$ cat src/rtl/mib_pkg.sv
// Shared types and constants for the MIB slave: FSM states, bus widths and
// the position of the slave-select nibble inside the 24-bit byte address.
package mib_pkg;

  localparam int MIB_AD_BITS   = 16;
  localparam int CMD_ADDR_BITS = 24;
  localparam int CMD_DATA_BITS = 32;
  localparam int MSN_HI        = 23;
  localparam int MSN_LO        = 20;

  typedef enum logic [3:0] {
    ST_IDLE,
    ST_ADDR2,
    ST_WDATA1,
    ST_WDATA2,
    ST_SKIP_W1,
    ST_SKIP_W2,
    ST_CMD,
    ST_RDATA1,
    ST_RDATA2,
    ST_WACK
  } state_t;

  // True in the two states where the slave owns the MIB data pads.
  function automatic logic drives_bus(state_t s);
    return (s == ST_RDATA1) || (s == ST_RDATA2);
  endfunction

endpackage

$ cat src/rtl/mib_slave_if.sv
// Local register command bus (intf_cmd): one-clock sel, qualifiers held
// until the responder returns ack (with rdata for reads).
interface intf_cmd #(
  parameter int ADDR_BITS = 24,
  parameter int DATA_BITS = 32
) ();

  logic                 sel;
  logic                 rd_wr_n;
  logic [ADDR_BITS-1:0] byte_addr;
  logic [DATA_BITS-1:0] wdata;
  logic [DATA_BITS-1:0] rdata;
  logic                 ack;

  modport master (output sel, rd_wr_n, byte_addr, wdata, input rdata, ack);
  modport slave  (input sel, rd_wr_n, byte_addr, wdata, output rdata, ack);

endinterface

$ cat src/rtl/mib_slave_cmd_timer.sv
// Clear/enable cycle counter for the local ack timeout; tc is high in the
// LIMIT-th enabled cycle counted from the cycle in which clear is asserted.
module mib_slave_cmd_timer #(
  parameter int LIMIT = 16
) (
  input  logic clk,
  input  logic rst_n,
  input  logic clear,
  input  logic en,
  output logic tc
);

  localparam int W = $clog2(LIMIT + 1);

  logic [W-1:0] cnt;
  logic [W-1:0] base;

  // The clear cycle itself is counted as cycle zero.
  assign base = clear ? '0 : cnt;
  assign tc   = en && (base == W'(LIMIT - 1));

  always_ff @(posedge clk or negedge rst_n) begin
    if (!rst_n) begin
      cnt <= '0;
    end else if (en) begin
      cnt <= base + W'(1);
    end else begin
      cnt <= base;
    end
  end

endmodule

$ cat src/rtl/mib_slave.sv
// MIB bus responder bridging to the local intf_cmd register bus.
// Optional local ack timeout is built when MIB_SLAVE_CMD_TIMEOUT_EN is defined.
module mib_slave
  import mib_pkg::*;
#(
  parameter logic [3:0]  P_SLAVE_MSN            = 4'h0,
  parameter int          P_CMD_ACK_TIMEOUT_CLKS = 16,
  parameter logic [31:0] P_TIMEOUT_RDATA        = 32'hDEAD_BEEF
) (
  input  logic                   i_sysclk,
  input  logic                   i_arst_n,
  input  logic                   i_mib_start,
  input  logic                   i_mib_rd_wr_n,
  input  logic [MIB_AD_BITS-1:0] i_mib_ad,
  output logic [MIB_AD_BITS-1:0] o_mib_ad,
  output logic                   o_mib_ad_high_z,
  output logic                   o_mib_slave_ack,
  intf_cmd.master                cmd_master,
  output logic                   o_cmd_timeout
);

  state_t                   state, next_state;
  logic                     rd_wr_n_q;
  logic [CMD_ADDR_BITS-1:0] addr_q;
  logic [CMD_DATA_BITS-1:0] wdata_q;
  logic [MIB_AD_BITS-1:0]   rdata_lo_q;
  logic [CMD_DATA_BITS-1:0] cmd_result;
  logic                     msn_hit;
  logic                     tmo_tc;

  assign msn_hit    = (addr_q[MSN_HI:MSN_LO] == P_SLAVE_MSN);
  assign cmd_result = cmd_master.ack ? cmd_master.rdata : P_TIMEOUT_RDATA;

  assign cmd_master.rd_wr_n   = rd_wr_n_q;
  assign cmd_master.byte_addr = addr_q;
  assign cmd_master.wdata     = wdata_q;

`ifdef MIB_SLAVE_CMD_TIMEOUT_EN
  mib_slave_cmd_timer #(.LIMIT(P_CMD_ACK_TIMEOUT_CLKS)) u_cmd_timer (
    .clk   (i_sysclk),
    .rst_n (i_arst_n),
    .clear (cmd_master.sel),
    .en    (state == ST_CMD),
    .tc    (tmo_tc)
  );

  // A local ack in the terminal cycle wins over the timeout.
  always_ff @(posedge i_sysclk or negedge i_arst_n) begin
    if (!i_arst_n) begin
      o_cmd_timeout <= 1'b0;
    end else begin
      o_cmd_timeout <= (state == ST_CMD) && tmo_tc && !cmd_master.ack;
    end
  end
`else
  assign tmo_tc        = 1'b0;
  assign o_cmd_timeout = 1'b0;
`endif

  always_comb begin
    // NOTE: next_state is defaulted before the case so no path leaves it unassigned (no latch).
    next_state = state;
    case (state)
      ST_IDLE:    if (i_mib_start) next_state = ST_ADDR2;
      ST_ADDR2: begin
        if (!msn_hit) next_state = rd_wr_n_q ? ST_IDLE : ST_SKIP_W1;
        else          next_state = rd_wr_n_q ? ST_CMD  : ST_WDATA1;
      end
      ST_WDATA1:  next_state = ST_WDATA2;
      ST_WDATA2:  next_state = ST_CMD;
      ST_SKIP_W1: next_state = ST_SKIP_W2;
      ST_SKIP_W2: next_state = ST_IDLE;
      ST_CMD: begin
        if (cmd_master.ack) next_state = rd_wr_n_q ? ST_RDATA1 : ST_WACK;
        else if (tmo_tc)    next_state = rd_wr_n_q ? ST_RDATA1 : ST_IDLE;
      end
      ST_RDATA1:  next_state = ST_RDATA2;
      ST_RDATA2:  next_state = ST_IDLE;
      ST_WACK:    next_state = ST_IDLE;
      default:    next_state = ST_IDLE;
    endcase
  end

  always_ff @(posedge i_sysclk or negedge i_arst_n) begin
    if (!i_arst_n) begin
      state           <= ST_IDLE;
      rd_wr_n_q       <= 1'b1;
      addr_q          <= '0;
      wdata_q         <= '0;
      rdata_lo_q      <= '0;
      cmd_master.sel  <= 1'b0;
      o_mib_ad        <= '0;
      o_mib_ad_high_z <= 1'b1;
      o_mib_slave_ack <= 1'b0;
    end else begin
      state <= next_state;
      if (state == ST_IDLE && i_mib_start) begin
        rd_wr_n_q     <= i_mib_rd_wr_n;
        addr_q[23:16] <= i_mib_ad[7:0];
      end
      if (state == ST_ADDR2)  addr_q[15:0]   <= i_mib_ad;
      if (state == ST_WDATA1) wdata_q[31:16] <= i_mib_ad;
      if (state == ST_WDATA2) wdata_q[15:0]  <= i_mib_ad;
      if (state == ST_CMD && next_state == ST_RDATA1) rdata_lo_q <= cmd_result[15:0];

      cmd_master.sel  <= (next_state == ST_CMD) && (state != ST_CMD);
      o_mib_slave_ack <= (next_state == ST_WACK) || drives_bus(next_state);
      o_mib_ad_high_z <= !drives_bus(next_state);
      case (next_state)
        ST_RDATA1: o_mib_ad <= cmd_result[31:16];
        ST_RDATA2: o_mib_ad <= rdata_lo_q;
        default:   o_mib_ad <= '0;
      endcase
    end
  end

endmodule
$ cat src/flat_wrapper.sv
// flat-port wrapper written by rule: the top's interface ports become plain ports
module mib_slave_flat import mib_pkg::*;
#(
  parameter logic [3:0]  P_SLAVE_MSN            = 4'h0,
  parameter int          P_CMD_ACK_TIMEOUT_CLKS = 16,
  parameter logic [31:0] P_TIMEOUT_RDATA        = 32'hDEAD_BEEF
)
  (i_sysclk, i_arst_n, i_mib_start, i_mib_rd_wr_n, i_mib_ad, o_mib_ad, o_mib_ad_high_z, o_mib_slave_ack, o_cmd_timeout, cmd_master_sel, cmd_master_rd_wr_n, cmd_master_byte_addr, cmd_master_wdata, cmd_master_rdata, cmd_master_ack);
  intf_cmd cmd_master_i ();
  input  logic i_sysclk;
  input  logic i_arst_n;
  input  logic i_mib_start;
  input  logic i_mib_rd_wr_n;
  input  logic [MIB_AD_BITS-1:0] i_mib_ad;
  output logic [MIB_AD_BITS-1:0] o_mib_ad;
  output logic o_mib_ad_high_z;
  output logic o_mib_slave_ack;
  output logic o_cmd_timeout;
  output wire logic [$bits(cmd_master_i.sel)-1:0] cmd_master_sel;
  output wire logic [$bits(cmd_master_i.rd_wr_n)-1:0] cmd_master_rd_wr_n;
  output wire logic [$bits(cmd_master_i.byte_addr)-1:0] cmd_master_byte_addr;
  output wire logic [$bits(cmd_master_i.wdata)-1:0] cmd_master_wdata;
  input wire logic [$bits(cmd_master_i.rdata)-1:0] cmd_master_rdata;
  input wire logic [$bits(cmd_master_i.ack)-1:0] cmd_master_ack;
  assign cmd_master_sel = cmd_master_i.sel;
  assign cmd_master_rd_wr_n = cmd_master_i.rd_wr_n;
  assign cmd_master_byte_addr = cmd_master_i.byte_addr;
  assign cmd_master_wdata = cmd_master_i.wdata;
  assign cmd_master_i.rdata = cmd_master_rdata;
  assign cmd_master_i.ack = cmd_master_ack;
  mib_slave #(.P_SLAVE_MSN(P_SLAVE_MSN), .P_CMD_ACK_TIMEOUT_CLKS(P_CMD_ACK_TIMEOUT_CLKS), .P_TIMEOUT_RDATA(P_TIMEOUT_RDATA)) u_core (.i_sysclk(i_sysclk), .i_arst_n(i_arst_n), .i_mib_start(i_mib_start), .i_mib_rd_wr_n(i_mib_rd_wr_n), .i_mib_ad(i_mib_ad), .o_mib_ad(o_mib_ad), .o_mib_ad_high_z(o_mib_ad_high_z), .o_mib_slave_ack(o_mib_slave_ack), .cmd_master(cmd_master_i), .o_cmd_timeout(o_cmd_timeout));
endmodule
$ cat config.mk
export PLATFORM = sky130hd
export DESIGN_NAME = mib_slave_flat
export DESIGN_NICKNAME = d
export VERILOG_FILES = /design/src/rtl/mib_pkg.sv /design/src/rtl/mib_slave_if.sv /design/src/rtl/mib_slave_cmd_timer.sv /design/src/rtl/mib_slave.sv /design/src/flat_wrapper.sv
export SDC_FILE = /design/constraint.sdc
export NUM_CORES = 1
export LEC_CHECK = 0
export ABC_AREA = 0
export CAP_MARGIN = 20
export CORE_MARGIN = 10
export CORE_UTILIZATION = 45
export DETAILED_ROUTE_END_ITERATION = 7
export GPL_TIMING_DRIVEN = 1
export PLACE_DENSITY = 0.79
export SLEW_MARGIN = 0
export SYNTH_ARGS = -nofsm -noshare
export SYNTH_HDL_FRONTEND = slang
export SYNTH_SLANG_ARGS = --single-unit
$ cat constraint.sdc
create_clock -name i_sysclk -period 2.6 [get_ports i_sysclk]
set_input_delay 0.52 -clock i_sysclk [delete_from_list [all_inputs] [get_ports i_sysclk]]
set_output_delay 0.52 -clock i_sysclk [all_outputs]
set_load 0.1 [all_outputs]
==> impl_metrics.json <==
{
  "cts-resized-gates": 0,
  "maxCapViolCount": 0,
  "h-tree-depth": 3,
  "antenna_cells": 0,
  "clock_skew_ps": 12.5,
  "dp_cells": 485,
  "syn_to_final_growth_pct": 37.3,
  "synth_cells": 260,
  "worst_path_max_delay_cell": "and3b_1",
  "rr_endpoint": "u_core.rdata_lo_q[8]",
  "drtIter0Drc": 69,
  "cp_max_fo": 16,
  "drv_slew": 0,
  "slew_headroom": 0.624,
  "finalSetupViolations": 0,
  "crit_path_end_kind": "flop",
  "antenna_left": 0,
  "fin_crit_sh": 0.802,
  "grt_pass1_vias": 2659,
  "yosysUniqueCellTypes": 31,
  "r2r_slack_ps": 580,
  "drive_above_1_share": 0.413,
  "syn_nets": 313,
  "yosys-top-cells-area": "dfrtp_1 63%, mux2_2 17%, a22o_1 4.9%, nor2b_1 2.3%, o21ai_0 1.7%",
  "drt-total-wl_um": 9250,
  "cts_hold_buf": 0,
  "place.gp.congestion": 0.779,
  "dieWidth_um": 111,
  "synth_top_area_frac": 0.630,
  "synth_top_cell_by_area": "dfrtp_1",
  "rsz0062_at_grt": "false",
  "grt_overflow_total": 0,
  "place_area_sq_mm": 0.00494,
  "synth_seq_area_share": 0.644,
  "async_flop_share": 1.00,
  "first_pass_iters": 4,
  "initial_core_util": 0.459,
  "status": "finished clean",
  "crit_arrival_ps": 2360,
  "syn_area_sq_mm": 0.00373,
  "fmax_ghz": 0.479,
  "io_buffers": 128,
  "clkTransAtPathRegs_ps": 90,
  "tightestPinTransition_ps": 563,
  "cts_root_buffer": "clkbuf_8",
  "reg2regPathDepth": 5,
  "clkLatencyLatePin_ps": 350,
  "rows": 33,
  "fill_cells": 653,
  "grt.total_usage": 0.151,
  "synth_top_flop_cell": "dfrtp_1",
  "r2r_start": "u_core.cmd_master.byte_addr[20]",
  "post_drt_wl_per_cell_um": 18.5,
  "post-cts-setup-buffer-count": 0,
  "fin_cells": 500,
  "final_area_sq_mm": 0.00513,
  "crit_type": "in2reg",
  "nets": 445,
  "yosysMostFrequentCell": "dfrtp_1",
  "die_area_sq_mm": 0.0123,
  "cts_tree": "done",
  "crit_path_start_kind": "primary input",
  "hold_path_class": "in2async",
  "required_ps": 2880,
  "synth_edf_count": 0,
  "drc": 0,
  "finalSetupTns_ps": 0,
  "dpl.hpwl_um": 6990,
  "crit_chain": "clkdlybuf4s50_1 -> buf_4 -> o21ai_0 -> nor3_2 -> and3b_1 -> a22o_1",
  "whs_ps": 70.0,
  "ys_top_cells_by_count": "94 x dfrtp_1, 57 x mux2_2, 21 x a22o_1",
  "vias_per_cell": 5.03,
  "core_area_sq_mm": 0.00813,
  "period_needed_ps": 2090,
  "grt_max_degree": 44,
  "synth-seq-cells": 96,
  "clock_path_buffers": 2,
  "hold_viol_final": 0,
  "ys_warn_count": 0,
  "vias": 2515,
  "max_stage_delay_ps": 560,
  "clkSinkCount": 96,
  "io_pins": 130,
  "grt_first_pass_wirelength_um": 15100,
  "cts_made_buffers": 9,
  "die_h_um": 111,
  "antenna_found_initial": 0,
  "avgSynthCellArea_sq_um": 14.4
}
==> routing by layer <==
layer  GRT usage  vias up  share of wire
met5           0        -              0
met4      0.0334        0         0.0048
met3      0.0595        5          0.074
met2       0.247       92           0.49
met1       0.183     1241           0.43
li1            -     1177              -
==> flip-flops by register name, indices dropped and copies added, names as in the netlist <==
register,count
u_core.cmd_master.wdata,32
u_core.cmd_master.byte_addr,24
u_core.o_mib_ad,16
u_core.rdata_lo_q,16
u_core.state,4
u_core.cmd_master.rd_wr_n,1
u_core.cmd_master.sel,1
u_core.o_mib_ad_high_z,1
u_core.o_mib_slave_ack,1
==> worst max-delay path, delay by kind of cell <==
kind                   cells  cell delay [ps]
buffers and inverters      2              710
AND/OR/NAND/NOR            2              800
AO/OA/AOI/OAI              2              330
==> area by class of cell <==
cell class / instances / area (sq um) / share of cell area
clock buffers: 9 / 124 / 0.0242
clock inverters: 5 / 58.8 / 0.0115
multi-input cells: 148 / 1240 / 0.242
flip-flops and latches: 96 / 2400 / 0.469
well taps: 105 / 131 / 0.0256
repair buffers: 137 / 1170 / 0.228
==> worst max-delay path by stage <==
| stage | from | to | slack, ps | depth (start not counted) |
|---|---|---|---|---|
| 2_1_floorplan | u_core.cmd_master.byte_addr[21] | u_core.rdata_lo_q[0] | 380 | 7 |
| 3_3_place_gp | cmd_master_ack | u_core.rdata_lo_q[3] | 130 | 6 |
| 3_5_place_dp | cmd_master_ack | u_core.rdata_lo_q[8] | 20 | 6 |
| 4_1_cts | cmd_master_ack | u_core.rdata_lo_q[8] | 370 | 6 |
| 5_1_grt | cmd_master_ack | u_core.rdata_lo_q[9] | 330 | 6 |
| 6_report | cmd_master_ack | u_core.rdata_lo_q[8] | 510 | 6 |
==> per-stage QoR <==
| stage | worst slack [ps] | util |
|---|---|---|
| global route | 327 | 0.630 |
| finish | 514 | 0.630 |
| detailed placement | 21.6 | 0.607 |
| floorplan | 379 | - |
| global placement | 127 | 0.607 |
| CTS | 369 | 0.629 |
==> placed cells by master, fill, tap and decap left out, types with 2 or more instances in the layout <==
cell type / netlist / layout
clkinvlp_4: 0 / 2
clkbuf_8: 0 / 9
nor2b_1: 14 / 14
a22o_1: 21 / 21
clkdlybuf4s50_1: 0 / 51
o21ai_0: 13 / 13
dfstp_2: 2 / 2
nor2_1: 3 / 3
buf_4: 2 / 85
mux2_2: 57 / 57
nand2_1: 17 / 17
and2_1: 3 / 3
dfrtp_1: 94 / 94
nand3b_1: 2 / 2
nor3_2: 2 / 2
==> kinds of logic (layout without fill, tap and decap cells) <==
family | count (synthesis) | in the layout | share of synthesized area
AO/OA/AOI/OAI | 40 | 40 | 0.0794
AND/OR/NAND/NOR | 49 | 49 | 0.0771
multiplexers | 57 | 57 | 0.172
other | 1 | 1 | 0.00100
XOR/XNOR | 1 | 1 | 0.00235
buffers and inverters | 16 | 151 | 0.0241
flip-flops | 96 | 96 | 0.644
Power is not shown: default switching activity piles up to over one toggle a cycle in this logic, so the estimate is an artifact.
